## src/rtl/bcp_var_table.sv

```systemverilog
// bcp_var_table
//   Single-port scratch table for the BCP engine. Holds 2**address_width words
//   of var_num bits (one bit per variable), with a registered read port.
//
// Ports
//   clock    in   system clock, all state changes on the rising edge
//   reset    in   synchronous active-low reset, clears every entry and dout
//   en       in   access enable; low means idle (table and dout hold)
//   r_w      in   1 = read, 0 = write
//   address  in   entry select
//   din      in   write data
//   dout     out  registered read data, held between reads
module bcp_var_table #(
  parameter int address_width = 3,
  parameter int var_num       = 8
) (
  input  logic                     clock,
  input  logic                     reset,
  input  logic                     en,
  input  logic                     r_w,
  input  logic [address_width-1:0] address,
  input  logic [var_num-1:0]       din,
  output logic [var_num-1:0]       dout
);

  localparam int depth = 1 << address_width;

  // The table is built from flops rather than a RAM macro because reset must
  // clear every entry in a single edge.
  logic [var_num-1:0] mem_q [depth];
  logic [var_num-1:0] mem_d [depth];
  logic [var_num-1:0] dout_q;
  logic [var_num-1:0] dout_d;

  always_comb begin
    mem_d  = mem_q;
    dout_d = dout_q;
    if (en) begin
      if (r_w) begin
        dout_d = mem_q[address];
      end else begin
        // dout is left alone on writes: no write-through.
        mem_d[address] = din;
      end
    end
  end

  always_ff @(posedge clock) begin
    if (!reset) begin
      for (int i = 0; i < depth; i++) begin
        mem_q[i] <= '0;
      end
      dout_q <= '0;
    end else begin
      mem_q  <= mem_d;
      dout_q <= dout_d;
    end
  end

  assign dout = dout_q;

endmodule

```

## config.mk

```make
export PLATFORM = sky130hd
export DESIGN_NAME = bcp_var_table
export DESIGN_NICKNAME = d
export VERILOG_FILES = /design/src/rtl/bcp_var_table.sv
export SDC_FILE = /design/constraint.sdc
export NUM_CORES = 1
export LEC_CHECK = 0
export ABC_AREA = 1
export CORE_UTILIZATION = 55
export CTS_CLUSTER_SIZE = 30
export DETAILED_ROUTE_END_ITERATION = 8
export PLACE_DENSITY = 0.77
export SYNTH_ARGS = -nofsm -noshare
export SYNTH_HDL_FRONTEND = slang
export SYNTH_SLANG_ARGS = --single-unit
```

## constraint.sdc

```tcl
create_clock -name clock -period 1.66 [get_ports clock]
set_clock_uncertainty 0.2 [all_clocks]
set_input_delay 0.249 -clock clock [delete_from_list [all_inputs] [get_ports clock]]
set_output_delay 0.249 -clock clock [all_outputs]
set_load 0.01 [all_outputs]
```

Word level (Yosys, flattened, before mapping)
Cells that the tools add are included.
Word-level totals
  flip-flop bits (word level): 72
  input bits: 15
  output and inout port bits: 8
  logic and storage cells: 22
Operators by class
  $lt $le $gt $ge: 2
  mux-type cells: 6
  bitwise gates (word level): 2
  reductions and logical operators: 3
Operators with widths (count)
  $bwmux W64: 1
  $bmux W8 S3: 1
  $demux W8 S3: 1
  $mux W8: 3
  $ge A4 B4 Y1 const B: 1
  $lt A4 B1 Y1 const B: 1
  $not A3 Y4: 1
  $reduce_and A2 Y1: 2
  $logic_and A1 B1 Y1: 1
  $not A1 Y1: 1

Logic depth before layout (Yosys ltp)
  word-level depth: 6
  gate-level depth with buffers: 7

Worst setup path after synthesis
No wires, ideal clock.
  path kind: input to register
  start point: in r_w
  end point: reg mem_q[56] (netlist name)
  library setup time: 0.116 ns
  arrival time: 0.971 ns
  data required time: 1.344 ns
  path slack: 0.373 ns
  cell stages on the path: 6
  path through: inv_1 nand2_1 nor2_4 nand2_4 o21ai_0 nor2_1
On the way
  longest elaborated chain between the ends: 2
RTL lines
  start: declaration: line 20  | input logic r_w,
  $not A1 Y1 (no source line)
  $reduce_and A2 Y1 (no source line)
  end signal: assignment: line 55  | mem_q <= mem_d;
  end: declaration: line 30  | logic [var_num-1:0] mem_q [depth];
No other way between the ends.
A chain may end at the register's enable or synchronous reset.

Worst setup path in the final report
  start point: in address[2]
  end point: reg dout_q[2] (netlist: dout[2])
On the way
  longest elaborated chain between the ends: 4
RTL lines
  start: declaration: line 21  | input logic [address_width-1:0] address,
  $not A3 Y4 (not written as such): line 40  | dout_d = mem_q[address];
  $bmux W8 S3: line 40
  $mux W8 (not written as such) (2 in series): line 40
  end signal: assignment: line 56  | dout_q <= dout_d;
  end: declaration: line 32  | logic [var_num-1:0] dout_q;
No other way between the ends. The select of a mux whose other input is x is not followed.

==> flow_metrics.env <==
export IMPL_cp_start_kind="input port"
export IMPL_worst_ep_required_time_ns=1.76
export IMPL_synth_ff_type="dfxtp_1"
export IMPL_nets=546
export IMPL_syn_inst=500
export IMPL_grt_pass1_wl_mm=13.9
export IMPL_io_pins=23
export IMPL_dr_pass1_iters=5
export IMPL_end_kind="flip-flop"
export IMPL_slowest_delay_ns=0.49
export IMPL_start_util_pct=58.7
export IMPL_seq_area_um2=1440
export IMPL_place_congestion=0.915
export IMPL_synthMuxAreaShare_pct=0
export IMPL_grt_pass1_vias=2795
export IMPL_clockRootBuffer="clkbuf_8"
export IMPL_fin_crit_sh_pct=95.6
export IMPL_worstPathCellList="clkdlybuf4s50_1 > nor2_2 > nand3_1 > nand3_1 > nor2_1 > nor2_1"
export IMPL_intPower_mw=2.57
export IMPL_final_layout_size_suffix_gt1_share_pct=10.3
export IMPL_irDropWorstVdd_mv=0.641
export IMPL_yosys_area_share_simple_pct=34.6
export IMPL_io_buffers=22
export IMPL_async_flop_share_pct=0
export IMPL_grt_usage_pct=29.5
export IMPL_cts_buffer_depth=2
export IMPL_synth_cell_area_um2=3310
export IMPL_synth_compound_area_share_pct=11.8
export IMPL_die_x_um=79.6
export IMPL_min_period_ns=1.59
export IMPL_clkLatencyLatePin_ns=0.36
export IMPL_h_tree_depth=3
export IMPL_numClockSinks=72
export IMPL_core_area_um2=5640
export IMPL_synth_edf_count=0
export IMPL_diodes=0
export IMPL_synth_area_leader_cell="dfxtp_1"
export IMPL_routedWlPerCell_um=14.2
export IMPL_cp_buffers_inverters=1
export IMPL_area_growth_pct=17.6
export IMPL_synth_area_top_cells="dfxtp_1 44%, nor2_1 18%, o21ai_0 12%"
export IMPL_outcome="complete, no violations"
export IMPL_cp_top_family="simple AND/OR/NAND/NOR gates"
export IMPL_cts_tree="yes"
export IMPL_antenna_found_initial=0
export IMPL_rsz0062_at_grt="false"
export IMPL_post_drt_via_cell_ratio=5.17
export IMPL_grt_overflow_total=0
export IMPL_slew_headroom_pct=61.8
export IMPL_cap_violations=0
export IMPL_worst_setup_path_type="in2reg"
export IMPL_power_frac_clock_pct=36.6
export IMPL_report_final_slew_viol_count=0
export IMPL_fin_setup_tns_ns=0
export IMPL_grt_max_degree=73
export IMPL_synth_xor_area_share_pct=0
export IMPL_cp_max_fo=10
export IMPL_synth_top_area_share_pct=43.5
export IMPL_ys_ff_latch=72
export IMPL_drtIter0Drc=335
export IMPL_path_clk_slew_ns=0.07
export IMPL_sw_frac_of_total_pct=27.0
export IMPL_setup_violations=0
export IMPL_hold_violations=0
export IMPL_syn_nets=515
export IMPL_die_h_um=79.6
export IMPL_synthDistinctLibCells=18
export IMPL_power_density_nw_per_um2=902
export IMPL_multi_input_area_um2=1540
export IMPL_worst_slew_pin_slew_ns=0.573
export IMPL_fmax_ghz=0.630
export IMPL_synthAdderAreaFrac_pct=0
export IMPL_dieArea_um2=6340
export IMPL_critical_path_arrival_ns=1.68
export IMPL_hold_class="reg2reg"
export IMPL_nFillCells=508
export IMPL_place_inst=591
export IMPL_synthTopCellsByCount="155 x nor2_1, 77 x o21ai_0, 72 x dfxtp_1"
export IMPL_yosysWarnings=0
export IMPL_sequentialPowerShare_pct=51.1
export IMPL_seq_area_frac_synth_pct=43.5
export IMPL_numCtsBuffers=9
export IMPL_cp_slowest_cell="nor2_2"
export IMPL_rows=27
export IMPL_avgSynthCellArea_um2=6.62
export IMPL_wl_mm=8.65
export IMPL_p_leak_nw=1.71
export IMPL_synth_top_family_by_area="simple AND/OR/NAND/NOR gates"
export IMPL_drc=0
export IMPL_switching_power_uw=948
export IMPL_combPwrFrac_pct=12.3
export IMPL_synth_most_common_cell="nor2_1"
export IMPL_final_antenna_net_count=0
export IMPL_instances_no_fill=608
export IMPL_vias=3144
export IMPL_place_hpwl_mm=5.79
==> state kept, by name, indices dropped and copies added (netlist names) <==
name and count:
dout 8, mem_q 64
==> power groups by stage <==
stage               clock, mW  sequential [mW]  combinational [mW]
CTS                      1.31             1.80               0.420
detailed placement          0             1.84               0.426
floorplan                   0             1.84               0.245
global placement            0             1.83               0.422
finish                   1.28             1.80               0.433
global route             1.36             1.80               0.481
==> cell type report <==
cell class	count	area share (%)
clock buffers	12	3.98
flip-flops and latches	72	37.0
clock inverters	4	0.739
inverters	67	6.62
well taps	72	2.31
repair buffers	35	9.89
multi-input cells	346	39.5
==> what timing repair did <==
item / 4_1_cts / 5_1_grt
resized for setup: 8 / 5
hold buffers: 0 / 0
buffers inserted: 0 / 1
pin swaps: 0 / 1
setup endpoints to repair: 8 / 10
==> cell families after synthesis <==
group,after synthesis
buffers and inverters,82
AOI/OAI and AO/OA,78
and+or+nand+nor,268
DFF,72
==> worst register-to-register path: stages, from the launching register on <==
cell	delay (ns)
dfxtp_1	0.31
or2_2	0.28
nand2_1	0.07
nand2_1	0.06
nor2_1	0.12
nor2_1	0.05
==> final timing paths <==
| kind | to | cells past startpoint | startpoint | slack, ns |
|---|---|---|---|---|
| worst min register to register | mem_q[52]$_SDFFE_PN0P_ | 2 | mem_q[52]$_SDFFE_PN0P_ | 0.29 |
| worst min-delay path | mem_q[52]$_SDFFE_PN0P_ | 2 | mem_q[52]$_SDFFE_PN0P_ | 0.29 |
| worst max-delay path | dout[2]$_SDFFE_PN0P_ | 6 | address[2] | 0.07 |
| worst max register to register | dout[2]$_SDFFE_PN0P_ | 5 | mem_q[34]$_SDFFE_PN0P_ | 0.46 |
==> routing by layer <==
layer	up-vias	routed length, um	track usage, %
li1	1606	-	-
met1	1432	3950	39.3
met2	95	4080	47.1
met3	11	523	6.63
met4	0	88	9.64
met5	-	0	0
==> metrics by stage <==
| stage | power (mW) | hold WS (ns) | setup slack (ns) | area, um^2 | util (%) |
|---|---|---|---|---|---|
| detailed placement | 2.26 | 0.271 | -0.314 | 3680 | 65.3 |
| finish | 3.51 | 0.285 | 0.0731 | 3900 | 69.1 |
| global route | 3.65 | 0.301 | 0.00700 | 3900 | 69.1 |
| global placement | 2.26 | 0.260 | -0.280 | 3680 | 65.3 |
| CTS | 3.52 | 0.288 | 0.0584 | 3860 | 68.4 |
| floorplan | 2.08 | 0.212 | 0.373 | 3310 | - |
==> placed cells by master, fill, tap and decap left out <==
cell type,instances
nor2_1,155
o21ai_0,77
dfxtp_1,72
nand2_1,66
inv_1,55
nand3_1,32
clkdlybuf4s50_1,13
clkbuf_8,11
nand2_4,8
dlygate4sd2_1,8
inv_2,7
buf_4,7
clkinv_2,6
buf_12,6
nor2_4,2
or2_2,2
clkinvlp_4,2
nand2_2,1
nor2_8,1
nor2_2,1
o21ai_1,1
clkbuf_1,1
clkinv_4,1
dlymetal6s2s_1,1
No activity file was read; power rests on OpenSTA's default activity.
